File: config.mk
export PLATFORM = sky130hd
export DESIGN_NAME = oc_chipmon_poller
export DESIGN_NICKNAME = d
export VERILOG_FILES = /design/src/rtl/oclib_pkg.sv /design/src/rtl/oc_chipmon_poller_channel.sv /design/src/rtl/oc_chipmon_poller.sv
export SDC_FILE = /design/constraint.sdc
export NUM_CORES = 1
export LEC_CHECK = 0
export ABC_AREA = 1
export CAP_MARGIN = 25
export CORE_MARGIN = 5
export CORE_UTILIZATION = 45
export CTS_CLUSTER_SIZE = 20
export DETAILED_ROUTE_END_ITERATION = 10
export GPL_TIMING_DRIVEN = 1
export PLACE_DENSITY = 0.68
export SETUP_SLACK_MARGIN = 0.1
export SYNTH_ARGS = -nofsm -noshare
export SYNTH_HDL_FRONTEND = slang
export SYNTH_SLANG_ARGS = --single-unit
export TNS_END_PERCENT = 30
File: constraint.sdc
create_clock -name clock -period 5.14 [get_ports clock]
set_input_delay 0.771 -clock clock [delete_from_list [all_inputs] [get_ports clock]]
set_output_delay 0.771 -clock clock [all_outputs]
set_load 0.005 [all_outputs]
File: src/rtl/oclib_pkg.sv
// Shared types and helpers for the oclib blocks.
package oclib_pkg;

  typedef enum logic [1:0] {
    PollIdle,
    PollIssue,
    PollWait,
    PollUpdate
  } chipmon_poll_state_e;

  localparam logic [15:0] CsrIdChipMonPoller = 16'h00c4;

  // Bits needed to hold 0..n-1, never less than one.
  function automatic int width_for(input int n);
    return (n > 1) ? $clog2(n) : 1;
  endfunction

endpackage

File: src/rtl/oc_chipmon_poller_channel.sv
// One polled channel: latest/min/max history plus debounced hysteretic alarm.
module oc_chipmon_poller_channel
  import oclib_pkg::*;
#(
  parameter int DataWidth = 16,
  parameter logic [DataWidth-1:0] HighThreshold = '1,
  parameter logic [DataWidth-1:0] LowThreshold = '0,
  parameter int DebounceCount = 4
) (
  input  logic                 clock,
  input  logic                 reset,
  input  logic                 update,
  input  logic                 clear,
  input  logic [DataWidth-1:0] value,
  output logic [DataWidth-1:0] latest,
  output logic [DataWidth-1:0] minimum,
  output logic [DataWidth-1:0] maximum,
  output logic                 alarm,
  output logic                 alarm_next
);

  localparam logic [7:0] DebLimit = 8'(DebounceCount);

  logic [7:0] set_count, clear_count, set_count_next, clear_count_next;

  // Counts saturate at the limit so a long run of samples cannot wrap.
  always_comb begin
    set_count_next   = set_count;
    clear_count_next = clear_count;
    alarm_next       = alarm;
    if (update) begin
      if (value > HighThreshold) begin
        clear_count_next = '0;
        set_count_next   = (set_count < DebLimit) ? set_count + 8'd1 : set_count;
        if (set_count_next == DebLimit) alarm_next = 1'b1;
      end else if (value < LowThreshold) begin
        set_count_next   = '0;
        clear_count_next = (clear_count < DebLimit) ? clear_count + 8'd1 : clear_count;
        if (clear_count_next == DebLimit) alarm_next = 1'b0;
      end else begin
        set_count_next   = '0;
        clear_count_next = '0;
      end
    end
  end

  always_ff @(posedge clock) begin
    if (!reset) begin
      latest      <= '0;
      minimum     <= '1;
      maximum     <= '0;
      set_count   <= '0;
      clear_count <= '0;
      alarm       <= 1'b0;
    end else begin
      set_count   <= set_count_next;
      clear_count <= clear_count_next;
      alarm       <= alarm_next;
      if (update) latest <= value;
      // A clear coinciding with an update wins; that sample never reaches min/max.
      if (clear) begin
        minimum <= '1;
        maximum <= '0;
      end else if (update) begin
        if (value < minimum) minimum <= value;
        if (value > maximum) maximum <= value;
      end
    end
  end

endmodule

File: src/rtl/oc_chipmon_poller.sv
// DRP master that round-robin polls ChipMon channels and keeps history/alarms.
//   state      | meaning
//   PollIdle   | interval countdown, waiting for enable
//   PollIssue  | one-cycle DRP read strobe for channel ch
//   PollWait   | waiting for drpReady or timeout
//   PollUpdate | captured sample written into channel ch
module oc_chipmon_poller
  import oclib_pkg::*;
#(
  parameter int NumChannels = 4,
  parameter int DataWidth = 16,
  parameter int AddressWidth = 8,
  parameter logic [0:NumChannels-1][AddressWidth-1:0] ChannelAddress = {8'h00, 8'h01, 8'h02, 8'h06},
  parameter logic [0:NumChannels-1][DataWidth-1:0] HighThreshold = '1,
  parameter logic [0:NumChannels-1][DataWidth-1:0] LowThreshold = '0,
  parameter int DebounceCount = 4,
  parameter int PollInterval = 1000,
  parameter int TimeoutCycles = 64,
  parameter logic [NumChannels-1:0] ErrorMask = '0
) (
  input  logic                                 clock,
  input  logic                                 reset,
  input  logic                                 enable,
  input  logic                                 clearMinMax,
  output logic [AddressWidth-1:0]              drpAddress,
  output logic                                 drpEnable,
  output logic                                 drpWrite,
  output logic [DataWidth-1:0]                 drpWdata,
  input  logic [DataWidth-1:0]                 drpRdata,
  input  logic                                 drpReady,
  input  logic [width_for(NumChannels)-1:0]    selChannel,
  output logic [DataWidth-1:0]                 selValue,
  output logic [DataWidth-1:0]                 selMin,
  output logic [DataWidth-1:0]                 selMax,
  output logic [NumChannels-1:0]               alarm,
  output logic                                 warning,
  output logic                                 error,
  output logic                                 sampleValid,
  output logic                                 timeoutError
);

  localparam int ChWidth       = width_for(NumChannels);
  localparam int IntervalWidth = width_for(PollInterval);
  localparam int TimeoutWidth  = width_for(TimeoutCycles);
  localparam logic [ChWidth-1:0]       LastChannel    = ChWidth'(NumChannels - 1);
  localparam logic [IntervalWidth-1:0] IntervalReload = IntervalWidth'((PollInterval > 0) ? PollInterval - 1 : 0);
  localparam logic [TimeoutWidth-1:0]  TimeoutLast    = TimeoutWidth'(TimeoutCycles - 1);

  chipmon_poll_state_e state, state_next;
  logic [ChWidth-1:0]       ch, ch_next;
  logic [IntervalWidth-1:0] interval_count, interval_count_next;
  logic [TimeoutWidth-1:0]  timeout_count, timeout_count_next;
  logic [DataWidth-1:0]     sample, sample_next;
  logic                     timeout_error_next;
  logic                     advance;

  logic [NumChannels-1:0] update_vec, alarm_next_vec;
  logic [DataWidth-1:0]   latest_vec  [NumChannels];
  logic [DataWidth-1:0]   minimum_vec [NumChannels];
  logic [DataWidth-1:0]   maximum_vec [NumChannels];

  assign drpWrite = 1'b0;
  assign drpWdata = '0;

  always_comb begin
    state_next          = state;
    ch_next             = ch;
    interval_count_next = interval_count;
    timeout_count_next  = timeout_count;
    sample_next         = sample;
    timeout_error_next  = timeoutError;
    advance             = 1'b0;
    unique case (state)
      PollIdle: begin
        if (interval_count != '0) begin
          interval_count_next = interval_count - IntervalWidth'(1);
        end else if (enable) begin
          state_next = PollIssue;
          ch_next    = '0;
        end
      end
      PollIssue: begin
        timeout_count_next = '0;
        state_next         = PollWait;
      end
      PollWait: begin
        if (drpReady) begin
          sample_next = drpRdata;
          state_next  = PollUpdate;
        end else if (timeout_count == TimeoutLast) begin
          timeout_error_next = 1'b1;
          advance            = 1'b1;
        end else begin
          timeout_count_next = timeout_count + TimeoutWidth'(1);
        end
      end
      PollUpdate: advance = 1'b1;
      default: state_next = PollIdle;
    endcase
    // A timed-out channel moves on exactly like an updated one.
    if (advance) begin
      if (ch == LastChannel || !enable) begin
        state_next          = PollIdle;
        ch_next             = '0;
        interval_count_next = IntervalReload;
      end else begin
        state_next = PollIssue;
        ch_next    = ch + ChWidth'(1);
      end
    end
  end

  always_ff @(posedge clock) begin
    if (!reset) begin
      state          <= PollIdle;
      ch             <= '0;
      interval_count <= '0;
      timeout_count  <= '0;
      sample         <= '0;
      drpEnable      <= 1'b0;
      drpAddress     <= '0;
      sampleValid    <= 1'b0;
      timeoutError   <= 1'b0;
      warning        <= 1'b0;
      error          <= 1'b0;
    end else begin
      state          <= state_next;
      ch             <= ch_next;
      interval_count <= interval_count_next;
      timeout_count  <= timeout_count_next;
      sample         <= sample_next;
      drpEnable      <= (state_next == PollIssue);
      if (state_next == PollIssue) drpAddress <= ChannelAddress[ch_next];
      sampleValid    <= (state == PollUpdate);
      timeoutError   <= timeout_error_next;
      warning        <= |alarm_next_vec;
      error          <= |(alarm_next_vec & ErrorMask);
    end
  end

  for (genvar i = 0; i < NumChannels; i++) begin : g_channel
    assign update_vec[i] = (state == PollUpdate) && (ch == ChWidth'(i));

    oc_chipmon_poller_channel #(
      .DataWidth    (DataWidth),
      .HighThreshold(HighThreshold[i]),
      .LowThreshold (LowThreshold[i]),
      .DebounceCount(DebounceCount)
    ) u_channel (
      .clock     (clock),
      .reset     (reset),
      .update    (update_vec[i]),
      .clear     (clearMinMax),
      .value     (sample),
      .latest    (latest_vec[i]),
      .minimum   (minimum_vec[i]),
      .maximum   (maximum_vec[i]),
      .alarm     (alarm[i]),
      .alarm_next(alarm_next_vec[i])
    );
  end

  assign selValue = latest_vec[selChannel];
  assign selMin   = minimum_vec[selChannel];
  assign selMax   = maximum_vec[selChannel];

endmodule

==> results.toml, run 1 <==
[floorplanning]
start_util = 0.453
boundaryPins = 105
die-area_um2 = 34200
num_rows = 64
die_x_um = 185
core_area_um2 = 30400
die_h_um = 185

[global_route]
grt_first_pass_wirelength_mm = 65.4
grt_overflow = 0
grt_antenna_before_repair = 0
grt_pass1_vias = 12200
grt_usage = 0.236
grt_max_degree = 129

[synth]
yosys_warnings = 0
synthDistinctLibCells = 37
ys_seq_area_frac = 0.347
synth_seq_cells = 239
netlist_area_um2 = 13800
synth_flop_cell = "dfxtp_1"
synth_edf_count = 0
synthCells = 1950
synth_area_per_cell_um2 = 7.07
synth-async-reset-ratio = 0

[timing]
finalMaxSlewViolations = 0
worst_slack_ns = 1.32
layout_min_cycle_time_ns = 3.82
skew_ns = 0.00985
worstMarginPinSlew_ns = 1.05
finalHoldViolations = 0
fmax_mhz = 262
finalSetupViolCount = 0
fin_crit_sh = 0.743
slew_headroom = 0.296
setup-tns-final_ns = 0
grt_setup_unrepaired = "false"

[worst_setup_path]
crit_chain = "clkdlybuf4s50_1, inv_2, buf_4, a21oi_1, a21oi_1, clkdlybuf4s50_1"
cp_slowest_cell = "inv_2"
r2r_slack_ns = 2.07
cp.arrival_ns = 3.05
worstSetupPathType = "in2out"
critPathMaxFanout = 35
cp-start-kind = "input port"
critical_path.endpoint_type = "output pin"
critPathMaxStageDelay_ns = 0.55
cp.required_ns = 4.37

[power_and_ir_drop]
finalPower_uw = 5430
seqPwrFrac = 0.371
swShare = 0.355
power.net_switching_uw = 1930
combPwrFrac = 0.269
p_per_area_nw_per_um2 = 350
clockPowerShare = 0.361
power.leakage_uw = 0.00730
ir_drop_v = 0.000322
p_int_uw = 3500

[clocking]
cts_buffer_depth = 3
post_cts_resized = 0
post_cts_buffers = 0
hold_buffers = 0
htreeDepth = 1
clk_pin_slew_ns = 0.05
cts_sinks = 239
cts_tree = "yes"
clock_latency_ns = 0.56
cts_root_buf = "clkbuf_16"
cts_made_buffers = 27

[status]
status = "finished, final reports clean"

[route]
totalWireLength_mm = 41.4
drc = 0
detail-route-antenna-nets = 0
first_pass_iters = 5
drt_iter0_drc = 1257
routed_via_density = 5.58
vias = 13300
wl_per_cell_um = 17.4

[final_layout]
layout.nets = 2114
diodes = 0
area.growth.synth_to_final_pct = 12.6
num-fill-cells = 3027
layout_commonest_cell = "nand2_1"
layout_common_cells = "nand2_1, a21oi_1, dfxtp_1"
drive_gt1_frac = 0.0515
final-seq-area_um2 = 4780
multi_input_area_um2 = 7590

[placed_design]
dp_slack_ns = 1.34
routabilityCongestion = 0.889
dp_hpwl_mm = 27.7
port_buffers = 81

[run]
drv_cap = 0

[min_path]
hold_class = "reg2reg"
-- cells in the mapped netlist (3+ instances only) --
master | instances | area share
nand2_2 | 6 | 0.0027
o22ai_1 | 18 | 0.0082
buf_2 | 49 | 0.018
nor3_1 | 14 | 0.0051
a21oi_2 | 9 | 0.0057
nor2_2 | 3 | 0.0014
a21oi_1 | 295 | 0.11
inv_1 | 181 | 0.049
o21bai_1 | 8 | 0.0044
nor2_1 | 146 | 0.040
buf_4 | 37 | 0.020
nand3_1 | 145 | 0.053
clkbuf_1 | 48 | 0.013
o21a_1 | 4 | 0.0022
nand3_2 | 5 | 0.0036
clkinv_1 | 15 | 0.0041
dfxtp_1 | 239 | 0.35
nand4_1 | 72 | 0.033
inv_2 | 9 | 0.0025
buf_1 | 9 | 0.0025
xor2_1 | 3 | 0.0019
nor4_1 | 5 | 0.0023
o21ai_1 | 3 | 0.0011
ha_1 | 131 | 0.12
o21ai_0 | 162 | 0.059
nand2_1 | 321 | 0.087
-- metal layers --
metal / global-route usage / part of all wire / vias to the layer above / wire (um)
met4: 0.0649 / 0.026 / 0 / 1070
met1: 0.341 / 0.46 / 6124 / 19100
met3: 0.0548 / 0.096 / 64 / 3980
met5: 0 / 0 / - / 0
li1: - / - / 6545 / -
met2: 0.353 / 0.42 / 530 / 17300
-- worst max-delay path: cells and delay by family --
family | cells | cell delay (ns)
buf+inv | 4 | 1.98
compound gates | 2 | 0.29
-- flip-flops by register name, summed over array words and instances (netlist names) --
| register | cells |
|---|---|
| g_channel.u_channel.latest | 64 |
| g_channel.u_channel.maximum | 64 |
| g_channel.u_channel.minimum | 64 |
| sample | 16 |
| interval_count | 10 |
| timeout_count | 6 |
| g_channel.u_channel.alarm | 4 |
| drpAddress | 3 |
| ch | 2 |
| state | 2 |
| drpEnable | 1 |
| sampleValid | 1 |
| timeoutError | 1 |
| warning | 1 |
-- worst paths after layout --
| path | startpoint | end | cells past startpoint |
|---|---|---|---|
| setup reg to reg | sample[9] | g_channel[2].u_channel.minimum[4] | 9 |
| setup / recovery | selChannel[1] | selMin[14] | 6 |
| hold reg to reg | g_channel[2].u_channel.alarm | g_channel[2].u_channel.alarm | 2 |
| hold / removal | g_channel[2].u_channel.alarm | g_channel[2].u_channel.alarm | 2 |
-- per-stage QoR --
stage	hold WS, ns	instance area, um2	cells	utilization
after floorplan	0.420	13900	1972	-
after global placement	0.430	14600	2326	0.480
after detailed placement	0.436	14600	2326	0.480
after CTS	0.448	15500	2374	0.509
after global routing	0.475	15500	2375	0.510
final	0.445	15500	2375	0.510
-- kinds of logic (layout without fill, tap and decap cells) --
| kind of cell | after synthesis | after routing | share of synthesized area |
|---|---|---|---|
| buffers and inverters | 348 | 355 | 0.109 |
| adders and majority gates | 131 | 131 | 0.119 |
| xor gates and xnor gates | 4 | 4 | 0.00254 |
| other | 1 | 23 | 0.000272 |
| DFF | 239 | 239 | 0.347 |
| and+or+nand+nor | 720 | 720 | 0.229 |
| AOI/OAI and AO/OA | 507 | 507 | 0.192 |
-- power by group through the flow --
stage	Clock, uW	Combinational [uW]	Sequential (uW)
6_report	1960	1460	2010
5_1_grt	2050	1640	2020
4_1_cts	1980	1380	2010
3_5_place_dp	0	1380	2050
3_3_place_gp	0	1350	2050
2_1_floorplan	0	1070	2010
-- cell type report --
type                       count  share of cell area
clock inverter                10             0.00774
tap                          396              0.0319
clock buffer                  38              0.0494
timing repair buffer         102              0.0639
sequential                   239               0.308
inverter                     205              0.0497
multi-input combinational   1385               0.489
Power figures use the tool's default switching activity.
==> inputs of run 2 (changes only) <==
clock period = 3.7 ns   (was 5.14 ns; I/O delays follow)
==> results.toml, run 2 (synthesis gave the netlist of run 1 again) <==
[floorplanning]
die_x_um = 185
boundaryPins = 105
die_h_um = 185
core_area_um2 = 30400
num_rows = 64
start_util = 0.453
die-area_um2 = 34200

[final_layout]
layout.nets = 2132
diodes = 0
top_regs = "g_channel.u_channel.latest x64, g_channel.u_channel.maximum x64, g_channel.u_channel.minimum x64"
drive_gt1_frac = 0.0630
num-fill-cells = 2931
area.growth.synth_to_final_pct = 14.3
multi_input_area_um2 = 7590
final-seq-area_um2 = 4780
layout_common_cells = "nand2_1, a21oi_1, dfxtp_1"
layout_commonest_cell = "nand2_1"

[power_and_ir_drop]
power.leakage_uw = 0.00744
p_per_area_nw_per_um2 = 494
ir_drop_v = 0.000514

[route]
first_pass_iters = 5
drt_iter0_drc = 1411
detail-route-antenna-nets = 0
routed_via_density = 5.63
drc = 0
wl_per_cell_um = 17.3
totalWireLength_mm = 41.5
vias = 13500

[clocking]
post_cts_resized = 0
clk_pin_slew_ns = 0.06
clock_latency_ns = 0.55
cts_buffer_depth = 3
cts_root_buf = "clkbuf_16"
post_cts_buffers = 0
cts_sinks = 239
htreeDepth = 1
cts_made_buffers = 27
cts_tree = "yes"
hold_buffers = 0

[timing]
skew_ns = 0.0155
worst_slack_ns = 0.639
fmax_mhz = 327
slew_headroom = 0.320
whs_ns = 0.453
grt_setup_unrepaired = "false"
setup-tns-final_ns = 0
worstMarginPinSlew_ns = 1.02
finalMaxSlewViolations = 0
finalHoldViolations = 0
fin_crit_sh = 0.827
finalSetupViolCount = 0
layout_min_cycle_time_ns = 3.06

[run]
drv_cap = 0

[worst_setup_path]
reg2reg_from = "sample[5]"
cp.arrival_ns = 2.51
worstSetupPathType = "in2out"
rr_endpoint = "g_channel[0].u_channel.minimum[14]"
critPathMaxFanout = 16
r2r_slack_ns = 0.90
critical_path.endpoint_type = "output pin"
cp-start-kind = "input port"
cp.required_ns = 3.14
reg2reg_depth = 9

[global_route]
met1_usage = 0.347
grt_pass1_vias = 12400
grt_max_degree = 102
grt_antenna_before_repair = 0
grtUsageMet2 = 0.350
busiest_layer = "met2"
grt_first_pass_wirelength_mm = 65.8
grt_usage = 0.236
grt_use_met3 = 0.0422
grt_overflow = 0

[min_path]
min_from = "g_channel[0].u_channel.alarm"
hold_class = "reg2reg"
min_to = "g_channel[0].u_channel.alarm"
holdPathStages = 2

[placed_design]
dp_slack_ns = 0.641
dp_hpwl_mm = 28.3
port_buffers = 81
routabilityCongestion = 0.879

[status]
status = "finished, final reports clean"
-- run 2: cell types whose count changed in the layout (fill, tap and decap cells not counted) --
cell	before	now
buf_12	1	4
buf_16	1	0
buf_4	19	35
bufinv_16	2	6
clkbuf_1	6	2
clkbuf_8	5	3
clkinv_2	6	9
inv_16	1	0
inv_6	0	2
-- run 2: critical path: stages --
cell	delay, ns
clkdlybuf4s50_1	0.47
inv_2	0.28
buf_4	0.29
o21ai_0	0.11
o22ai_1	0.22
clkdlybuf4s50_1	0.56
-- run 2: how the worst max path moves through the flow --
| stage | endpoint | from | depth (start not counted) |
|---|---|---|---|
| floorplan | selMax[10] | selChannel[1] | 6 |
| global placement | selValue[4] | selChannel[1] | 6 |
| detailed placement | selValue[4] | selChannel[1] | 6 |
| CTS | selValue[4] | selChannel[1] | 6 |
| global route | selMin[15] | selChannel[1] | 7 |
| finish | selValue[9] | selChannel[1] | 6 |
-- run 2: final cells by class --
type                       count  share of cell area
sequential                   239               0.304
clock buffer                  32              0.0460
tap                          396              0.0314
clock inverter                18              0.0160
inverter                     205              0.0489
timing repair buffer         120              0.0726
multi-input combinational   1385               0.481
-- run 2: power breakdown --
| part | internal, uW | total, uW | switching (uW) |
|---|---|---|---|
| Clock | 1820 | 2970 | 1160 |
| Sequential | 2650 | 2760 | 110 |
| Combinational | 609 | 2060 | 1450 |
| Total | 5080 | 7790 | 2710 |
-- run 2: through the flow --
stage / cells / utilization / area, um2 / total power (uW)
2_1_floorplan: 1972 / - / 13900 / 4280
3_3_place_gp: 2345 / 0.486 / 14800 / 4790
3_5_place_dp: 2345 / 0.486 / 14800 / 4840
4_1_cts: 2395 / 0.518 / 15800 / 7790
5_1_grt: 2395 / 0.518 / 15800 / 8170
6_report: 2395 / 0.518 / 15800 / 7790
-- run 2: metal layers --
layer	vias to the layer above	share of wire
met5	-	0
li1	6602	-
met1	6269	0.46
met4	0	0.030
met3	72	0.089
met2	544	0.42
==> inputs of run 3 (changes only) <==
PLACE_DENSITY = 0.71   (was 0.68)
clock period = 2.6 ns   (was 3.7 ns; I/O delays follow)
==> results.toml, run 3 (synthesis gave the netlist of run 1 again) <==
[status]
status = "finished, final reports clean"

[route]
drc = 0
wl_per_cell_um = 17.4
first_pass_iters = 6
totalWireLength_mm = 42.1
drt_iter0_drc = 1401
vias = 13700
detail-route-antenna-nets = 0
routed_via_density = 5.62

[worst_setup_path]
cp_slowest_cell = "clkdlybuf4s50_1"
cp.arrival_ns = 1.97
crit_chain = "buf_2, inv_4, buf_4, o21ai_0, o22ai_1, clkdlybuf4s50_1"
cp.required_ns = 2.21
r2r_slack_ns = 0.41
critPathMaxStageDelay_ns = 0.57
cp-start-kind = "input port"
critPathMaxFanout = 22
critical_path.endpoint_type = "output pin"
worstSetupPathType = "in2out"

[placed_design]
dp_cells = 2380
port_buffers = 81
routabilityCongestion = 0.934
dp_hpwl_mm = 30.0

[global_route]
grt_max_degree = 93
grt_antenna_before_repair = 1
grt_first_pass_wirelength_mm = 66.7
grt_overflow = 0
grt_usage = 0.240
grt_pass1_vias = 12400

[clocking]
cts_made_buffers = 27
cts_sinks = 239
hold_buffers = 0
post_cts_buffers = 0
cts_buffer_depth = 3
cts_root_buf = "clkbuf_16"
clock_latency_ns = 0.54
clk_pin_slew_ns = 0.06
htreeDepth = 1
cts_tree = "yes"

[run]
drv_cap = 0

[timing]
finalMaxSlewViolations = 0
worstMarginPinSlew_ns = 0.767
skew_ns = 0.0171
setup-tns-final_ns = 0
slew_headroom = 0.489
whs_ns = 0.345
finalSetupViolCount = 0
grt_setup_unrepaired = "false"
finalHoldViolations = 0
fmax_mhz = 424
layout_min_cycle_time_ns = 2.36
fin_crit_sh = 0.906

[power_and_ir_drop]
p_per_area_nw_per_um2 = 709
finalPower_uw = 11400
ir_drop_v = 0.000571
power.leakage_uw = 0.00766

[final_layout]
multi_input_area_um2 = 7590
area.growth.synth_to_final_pct = 17.0
final_util = 0.530
layout.nets = 2167
num-fill-cells = 2928
stdcell_count = 2429
final-seq-area_um2 = 4790
top_regs = "g_channel.u_channel.latest x64, g_channel.u_channel.maximum x64, g_channel.u_channel.minimum x64"
layout_common_cells = "nand2_1, a21oi_1, dfxtp_1"
layout_commonest_cell = "nand2_1"
diodes = 0
drive_gt1_frac = 0.0802

[min_path]
hold_class = "in2reg"

[floorplanning]
core_area_um2 = 30400
die_h_um = 185
num_rows = 64
die-area_um2 = 34200
die_x_um = 185
boundaryPins = 105
start_util = 0.453
[run 3: final cells by class]
| type | count | share of cell area |
|---|---|---|
| inverter | 205 | 0.0479 |
| clock inverter | 15 | 0.0158 |
| timing repair buffer | 155 | 0.0903 |
| tap | 396 | 0.0307 |
| multi-input combinational | 1385 | 0.471 |
| clock buffer | 34 | 0.0473 |
| sequential | 239 | 0.297 |
[run 3: metrics by stage]
step | instance area [um2] | worst slack (ns)
finish | 16100 | 0.244
global route | 16100 | 0.140
CTS | 16100 | 0.161
detailed placement | 15100 | 0.0419
global placement | 15100 | 0.105
floorplan | 13900 | 0.692
[run 3: path summary, 6_finish.rpt]
path | from | endpoint | cells after the start
worst max-delay path | selChannel[0] | selValue[13] | 6
worst min-delay path | reset | state[1] | 4
worst max register to register | sample[14] | g_channel[0].u_channel.minimum[14] | 8
worst min register to register | g_channel[2].u_channel.alarm | g_channel[2].u_channel.alarm | 2
[run 3: metal layers]
layer  track usage  up-vias  routed length (um)
met2         0.365      625               18100
li1              -     6669                   -
met5             0        -                  13
met4        0.0523        2                 831
met1         0.346     6291               18600
met3        0.0615       65                4580
[run 3: worst max-delay path: cells and delay by family]
family	cells	cell delay [ns]
compound gates	2	0.36
buf+inv	4	1.20
[run 3: report_power, final]
part / total (uW) / switching (uW) / internal (uW)
logic: 3220 / 2140 / 1080
clock network: 4320 / 1570 / 2760
registers: 3880 / 112 / 3770
[run 3: what timing repair did]
item | in CTS | in global routing
pin swaps | 0 | 0
endpoints found under the setup margin | 15 | 24
resized for setup | 1 | 4
